`src/rtl/tick_rate_controller.sv`:
```
`default_nettype none
// ============================================================================
// Module      : tick_rate_controller
// Description : Programmable tick generator and clock divider. The half-period
//               can be changed on the fly without truncating a clk_out phase.
//               Optional tick counter enabled by macro TICK_COUNTER_EN.
// Revision    : 1.0 - initial release
// ============================================================================
module tick_rate_controller #(
    parameter int FREC_IN          = 100000000,
    parameter int DEFAULT_FREC_OUT = 30,
    parameter int DIV_WIDTH        = 32
) (
    input  logic                 clk_in,
    input  logic                 reset,
    input  logic                 enable,
    input  logic                 div_req,
    input  logic [DIV_WIDTH-1:0] div_value,
    output logic                 div_ack,
    output logic                 div_err,
    output logic                 tick,
    output logic                 clk_out,
    output logic [DIV_WIDTH-1:0] active_div,
    output logic [15:0]          tick_count
);

    localparam logic [DIV_WIDTH-1:0] c_RESET_DIV =
        DIV_WIDTH'(FREC_IN / (2 * DEFAULT_FREC_OUT));
    localparam logic [DIV_WIDTH-1:0] c_ONE = {{(DIV_WIDTH-1){1'b0}}, 1'b1};

    typedef enum logic [1:0] {
        STOP = 2'd0,
        RUN  = 2'd1,
        PEND = 2'd2
    } state_t;

    state_t               r_state;
    state_t               w_state_nxt;
    logic [DIV_WIDTH-1:0] r_count;
    logic [DIV_WIDTH-1:0] w_count_nxt;
    logic [DIV_WIDTH-1:0] r_active;
    logic [DIV_WIDTH-1:0] w_active_nxt;
    logic [DIV_WIDTH-1:0] r_pending;
    logic [DIV_WIDTH-1:0] w_pending_nxt;
    logic                 r_clk_out;
    logic                 w_clk_out_nxt;
    logic                 r_tick;
    logic                 w_tick_nxt;
    logic                 r_ack;
    logic                 r_err;

    logic                 w_sample;
    logic                 w_zero;
    logic                 w_valid;
    logic                 w_term;

    // A request is only sampled while no acknowledge is outstanding
    assign w_sample = div_req & ~r_ack;
    assign w_zero   = (div_value == '0);
    assign w_valid  = w_sample & ~w_zero;
    assign w_term   = (r_state != STOP) && (r_count == (r_active - c_ONE));

    always_ff @(posedge clk_in or posedge reset) begin
        if (reset) begin
            r_state   <= STOP;
            r_count   <= '0;
            r_active  <= c_RESET_DIV;
            r_pending <= '0;
            r_clk_out <= 1'b0;
            r_tick    <= 1'b0;
            r_ack     <= 1'b0;
            r_err     <= 1'b0;
        end else begin
            r_state   <= w_state_nxt;
            r_count   <= w_count_nxt;
            r_active  <= w_active_nxt;
            r_pending <= w_pending_nxt;
            r_clk_out <= w_clk_out_nxt;
            r_tick    <= w_tick_nxt;
            r_ack     <= w_sample;
            r_err     <= w_sample & w_zero;
        end
    end

    always_comb begin
        w_state_nxt   = r_state;
        w_count_nxt   = r_count;
        w_active_nxt  = r_active;
        w_pending_nxt = r_pending;
        w_clk_out_nxt = r_clk_out;
        w_tick_nxt    = 1'b0;

        case (r_state)
            STOP: begin
                w_count_nxt   = '0;
                w_clk_out_nxt = 1'b0;
                if (w_valid) begin
                    w_active_nxt = div_value;
                end
                if (enable) begin
                    w_state_nxt = RUN;
                end
            end

            RUN: begin
                if (!enable) begin
                    w_state_nxt   = STOP;
                    w_count_nxt   = '0;
                    w_clk_out_nxt = 1'b0;
                    if (w_valid) begin
                        w_active_nxt = div_value;
                    end
                end else begin
                    if (w_term) begin
                        w_count_nxt   = '0;
                        w_tick_nxt    = 1'b1;
                        w_clk_out_nxt = ~r_clk_out;
                    end else begin
                        w_count_nxt = r_count + c_ONE;
                    end
                    if (w_valid) begin
                        w_pending_nxt = div_value;
                        w_state_nxt   = PEND;
                    end
                end
            end

            PEND: begin
                if (!enable) begin
                    // Stopping commits the newest value so the next run uses it
                    w_state_nxt   = STOP;
                    w_count_nxt   = '0;
                    w_clk_out_nxt = 1'b0;
                    w_active_nxt  = w_valid ? div_value : r_pending;
                end else begin
                    if (w_term) begin
                        w_count_nxt   = '0;
                        w_tick_nxt    = 1'b1;
                        w_clk_out_nxt = ~r_clk_out;
                        w_active_nxt  = r_pending;
                        if (!w_valid) begin
                            w_state_nxt = RUN;
                        end
                    end else begin
                        w_count_nxt = r_count + c_ONE;
                    end
                    if (w_valid) begin
                        w_pending_nxt = div_value;
                    end
                end
            end

            default: begin
                w_state_nxt   = STOP;
                w_count_nxt   = '0;
                w_clk_out_nxt = 1'b0;
            end
        endcase
    end

`ifdef TICK_COUNTER_EN
    logic [15:0] r_tick_count;

    // Advances on the same edge that raises tick, so both change together
    always_ff @(posedge clk_in or posedge reset) begin
        if (reset) begin
            r_tick_count <= 16'd0;
        end else if (w_tick_nxt) begin
            r_tick_count <= r_tick_count + 16'd1;
        end
    end

    assign tick_count = r_tick_count;
`else
    assign tick_count = 16'd0;
`endif

    assign div_ack    = r_ack;
    assign div_err    = r_err;
    assign tick       = r_tick;
    assign clk_out    = r_clk_out;
    assign active_div = r_active;

endmodule
`default_nettype wire

```
`config.mk`:
```
export PLATFORM = sky130hd
export DESIGN_NAME = tick_rate_controller
export DESIGN_NICKNAME = d
export VERILOG_FILES = /design/src/rtl/tick_rate_controller.sv
export SDC_FILE = /design/constraint.sdc
export NUM_CORES = 1
export LEC_CHECK = 0
export ABC_AREA = 1
export CORE_UTILIZATION = 45
export DETAILED_ROUTE_END_ITERATION = 8
export GPL_TIMING_DRIVEN = 0
export PLACE_DENSITY_LB_ADDON = 0.3
export SYNTH_ARGS = -nofsm -noshare
export SYNTH_HDL_FRONTEND = slang
export SYNTH_SLANG_ARGS = --single-unit
```
`constraint.sdc`:
```
create_clock -name clk_in -period 4.7 [get_ports clk_in]
set_input_delay 0.94 -clock clk_in [delete_from_list [all_inputs] [get_ports clk_in]]
set_output_delay 0.94 -clock clk_in [all_outputs]
set_load 0.01 [all_outputs]
```
# Yosys cells after proc, flatten, opt, wreduce, memory -nomap -nowiden
# Cells that the tools add are included.
dict set report totals {
  word_cells 56
  mem_count 0
  register_bits 102
  ramBits 0
  latchBits 0
  output_inout_bits 52
  rom_bits 0
}
dict set report classes {
  n_addsub 2
  reduce_logical 9
  shift 0
  n_eq_ne 9
  bitwise_logic 6
  div 0
  n_lt_le_gt_ge 0
  muxes 22
  multipliers 0
}
# op count
set ops {}
lappend ops {{$mux W32} 8}
lappend ops {{$pmux W32 S3} 1}
lappend ops {{$add A32 B1 Y32 const B} 1}
lappend ops {{$eq A32 B32 Y1} 1}
lappend ops {{$logic_not A32 Y1} 1}
lappend ops {{$sub A32 B1 Y32 const B} 1}
lappend ops {{$mux W2} 6}
lappend ops {{$ne A3 B3 Y1 const B} 3}
lappend ops {{$mux W1} 6}
lappend ops {{$pmux W2 S3} 1}
lappend ops {{$ne A2 B2 Y1 const B} 2}
lappend ops {{$reduce_and A4 Y1} 1}
lappend ops {{$and A1 B1 Y1} 3}
lappend ops {{$ne A3 B2 Y1 const B} 1}
lappend ops {{$not A1 Y1} 3}
lappend ops {{$reduce_and A3 Y1} 1}
lappend ops {{$reduce_bool A3 Y1} 1}
lappend ops {{$eq A2 B1 Y1 const B} 1}
lappend ops {{$eq A2 B2 Y1 const B} 1}
lappend ops {{$logic_not A2 Y1} 1}
lappend ops {{$reduce_and A2 Y1} 1}
lappend ops {{$reduce_bool A2 Y1} 1}
lappend ops {{$reduce_or A2 Y1} 1}
lappend ops {{$logic_and A1 B1 Y1} 1}

# Longest topological paths before layout
dict set report depth {
  ltp_word 7
  mapped_depth 18
  depth_no_buf 17
}

# Worst setup path before layout
# No wires, ideal clock.
dict set report synth_path {
  kind {input to register}
  start {input port div_value[22]}
  end {register r_active[0], in the netlist active_div[0]}
  slack_ps 2217
  setup_ps 66
  path_stages 10
  arrival_time_ps 2417
  n_path_buf 1
  cell_sequence {inv_1 nand4_1 nor2_1 nand3_1 nand3b_1 nand2_1 a21oi_1 clkbuf_1 nand3_1 nand2_1}
}
dict set report synth_via {
  elab_chain_len 6
}
# element line_no
set synth_lines {}
lappend synth_lines {{start: declaration} 18} ;# input logic [DIV_WIDTH-1:0] div_value,
lappend synth_lines {{$logic_not A32 Y1 *} 59} ;# assign w_zero = (div_value == '0);
lappend synth_lines {{$not A1 Y1 *} 60} ;# assign w_valid = w_sample & ~w_zero;
lappend synth_lines {{$and A1 B1 Y1 *} 60}
lappend synth_lines {{$mux W32} -}
lappend synth_lines {{$mux W32, on equally long branches} -}
lappend synth_lines {{$pmux W32 S3 *} 93} ;# case (r_state)
lappend synth_lines {{end signal: assignment} 67} ;# r_active <= c_RESET_DIV;
lappend synth_lines {{end signal: assignment} 76} ;# r_active <= w_active_nxt;
lappend synth_lines {{end: declaration} 41} ;# logic [DIV_WIDTH-1:0] r_active;
# Mark *: on every way between the ends. The rest lies on a longest branch, timed or not. The select of a mux whose other input is x is not followed.
# A chain may end at the register's enable or synchronous reset.

# Worst setup path in the final report
dict set report layout_path {
  start {input port div_value[24]}
  end {register r_active[29], in the netlist active_div[29]}
}
# The elaborated chain is that of the path after synthesis.

==> results.cfg <==
[run_status]
run_status = complete, no violations

[logic_synthesis]
yosysWarnings = 0
synth.distinct_cells = 35
syn_area_um2 = 7391
yosysSeqAreaShare_pct = 34.74
syn_area_per_cell_um2 = 6.695
syn_inst = 1104
synth_seq_cells = 102

[setup_path]
timing.rr.start = active_div[0]
cp_top_family = simple AND/OR/NAND/NOR gates
startpoint = div_value[24]
end_kind = flop
crit_chain = clkdlybuf4s50_1, nor4_1, nand3_1, nand3b_1, nand2_1, clkbuf_1, nand2_1, nand3_1, nand2_1, nand3_1, nand2_1
arrival_ns = 3.52
crit_type = input pin to flop
crit_path_top_delay_cell = nor4_1
crit_path_max_incr_delay_ns = 0.45
crit_fanout = 10
critPathRequiredTime_ns = 4.94
crit_buf_inv = 2
path_common_cell = nand2_1
cp-start-kind = input pin

[cts]
path_clk_slew_ns = 0.07
cts_setup_buffers = 0
numCtsBuffers = 9
htreeDepth = 3
clockBufferDepth = 2
cts_resized = 0
cts.hold.buffers_added = 0
cts_tree = yes
clock-sinks = 102
clk_latency_ns = 0.35
root_buffer = clkbuf_16

[timing]
slew_headroom_pct = 46.74
final-max-slew-violation-count = 0
hold_ws_ns = 0.4573
max_freq_mhz = 304.6
finalHoldViolations = 0
period_share_pct = 69.85
setup_viol = 0
rsz0062_at_grt = no
skew_ns = 0.009564
finalCriticalPeriod_ns = 3.283
tightest_slew_ns = 0.7915
fin_tns_setup_ns = 0

[floorplan]
dieArea_um2 = 16940
fp.dieW_um = 130.2
core_area_um2 = 15940
boundaryPins = 88
initial_core_util_pct = 46.36
die_h_um = 130.2
num_rows = 46

[global_route]
antenna_found_initial = 0
grt_pass1_vias = 6786
gr-usage-met1_pct = 35.14
grt_pass1_wl_um = 33980
overflow = 0
use_met3_pct = 3.485
gr-usage-met2_pct = 42.43
top_usage_layer = met2
grt_max_degree = 69
grt_usage_pct = 25.91

[routing]
wl_per_cell_um = 14.74
vias = 7296
drtPass1Iterations = 5
ant_nets = 0
drt_iter0_drc = 506
drt-total-wl_um = 20980
avgViaCountPerCell = 5.127
drcViolationCount = 0

[power_and_ir_drop]
power_density_nw_per_um2 = 538.5
p_total_mw = 4.702
ir_worst_vdd_mv = 0.2087
leakagePower_nw = 4.187

[final_layout]
nFillCells = 1600
fin_nets = 1244
diodes = 0
drive_above_1_share_pct = 6.545
finish.utilization_pct = 54.77
area_growth_pct = 18.15

[hold_path]
hold_class = flop to flop
min_from = div_ack

[placed_design]
io_buffer_count = 71
gp_congestion = 0.9454
hpwl_um = 16430

[run]
maxCapViolCount = 0
-- cell type report --
type / count / area, um2 / area share (%)
flip-flops and latches: 102 / 2567 / 29.40
well taps: 216 / 270.3 / 3.095
plain buffers: 57 / 319.1 / 3.654
repair buffers: 72 / 738.2 / 8.454
inverters: 158 / 595.6 / 6.820
multi-input cells: 802 / 3968 / 45.44
clock buffers: 10 / 229.0 / 2.622
clock inverters: 6 / 45.04 / 0.5158
-- cells in the mapped netlist --
master | instances | area, um2
nand4_1 | 29 | 181.4
clkbuf_1 | 26 | 97.59
o21ai_1 | 3 | 15.01
buf_2 | 3 | 15.01
nor3b_1 | 1 | 7.510
nor2_4 | 7 | 78.83
conb_1 | 1 | 3.750
inv_1 | 158 | 593.1
nor4_1 | 7 | 43.79
dfrtp_1 | 90 | 2252
o21ai_2 | 1 | 8.760
dfstp_2 | 12 | 315.3
o22ai_1 | 33 | 206.5
xnor2_1 | 22 | 192.7
mux2i_1 | 1 | 10.01
nor2_2 | 6 | 37.54
or2_2 | 1 | 6.260
nand2_4 | 2 | 22.52
xor2_1 | 35 | 306.5
buf_4 | 19 | 142.6
and3_1 | 1 | 6.260
nand2_2 | 6 | 37.54
a21oi_1 | 8 | 40.04
nor3_1 | 12 | 60.06
ha_1 | 6 | 75.07
buf_1 | 5 | 18.77
buf_6 | 4 | 45.04
nand3b_1 | 7 | 52.55
nor2_1 | 116 | 435.4
nand2_1 | 276 | 1036
o21ai_0 | 41 | 205.2
and2_1 | 2 | 12.51
nand2b_1 | 1 | 6.260
nand3_4 | 1 | 17.52
nand3_1 | 161 | 805.8
-- worst reg2reg max path, cell delays in order, from the launching register on --
cell      delay [ns]
dfrtp_1         0.47
inv_1           0.12
ha_1            0.23
nand2_2         0.14
nor2_4          0.23
nand3_1         0.15
nor2_1          0.11
nand2_1         0.05
nand2_1         0.15
nand3b_1        0.11
nor2_2          0.15
nand3_4         0.16
nand2_1         0.13
buf_2           0.28
mux2i_1         0.12
-- report_power, final --
part | internal (mW) | switching [mW] | total [mW]
Combinational | 0.942 | 1.52 | 2.46
Clock | 0.364 | 0.356 | 0.720
Sequential | 1.20 | 0.319 | 1.52
-- path summary, 6_finish.rpt --
kind,to,slack [ns],depth (start not counted)
worst max-delay path,active_div[29],1.42,11
worst min-delay path,div_err,0.46,1
worst max register to register,clk_out,1.98,14
worst min register to register,div_err,0.46,1
max in group asynchronous,active_div[3],2.98,3
min in group asynchronous,active_div[25],0.96,2
-- cell families after synthesis --
kind of cell / count (synthesis) / synth area share, %
compound gates: 86 / 6.433
xor+xnor: 57 / 6.755
fa+ha+maj: 6 / 1.016
buf+inv: 215 / 12.34
flops: 102 / 34.74
mux: 1 / 0.1354
other cells: 1 / 0.05074
simple gates: 636 / 38.53
-- metal layers --
metal | share of wire (%) | wire (um)
met1 | 44 | 9328
met2 | 48 | 10030
met3 | 5.3 | 1115
met4 | 2.4 | 499
met5 | 0 | 0
-- layout by cell type (no fill, tap or decap), drive strengths merged --
master and instances:
a21oi 8, and2 2, and3 1, buf 32, clkbuf 36, clkdlybuf4s50 71, clkinv 4, conb 16
dfrtp 90, dfstp 12, ha 6, inv 160, mux2i 1, nand2 284, nand2b 1, nand3 162
nand3b 7, nand4 29, nor2 129, nor3 12, nor3b 1, nor4 7, o21ai 45, o22ai 33
or2 1, xnor2 22, xor2 35
-- metrics by stage --
step / cell area, um2 / setup WS (ns) / instances
6_report: 8732 / 1.417 / 1423
5_1_grt: 8732 / 1.213 / 1423
4_1_cts: 8732 / 1.406 / 1423
3_5_place_dp: 8458 / 1.040 / 1407
3_3_place_gp: 8428 / -0.5971 / 1406
2_1_floorplan: 7447 / 1.104 / 1119
-- sequential cells by signal (all words and copies together) (netlist names) --
| register | count |
|---|---|
| active_div | 32 |
| r_count | 32 |
| div_ack | 1 |
| clk_out | 1 |
| r_state | 2 |
| r_pending | 32 |
| tick | 1 |
| div_err | 1 |
No activity file was read; power rests on OpenSTA's default activity.
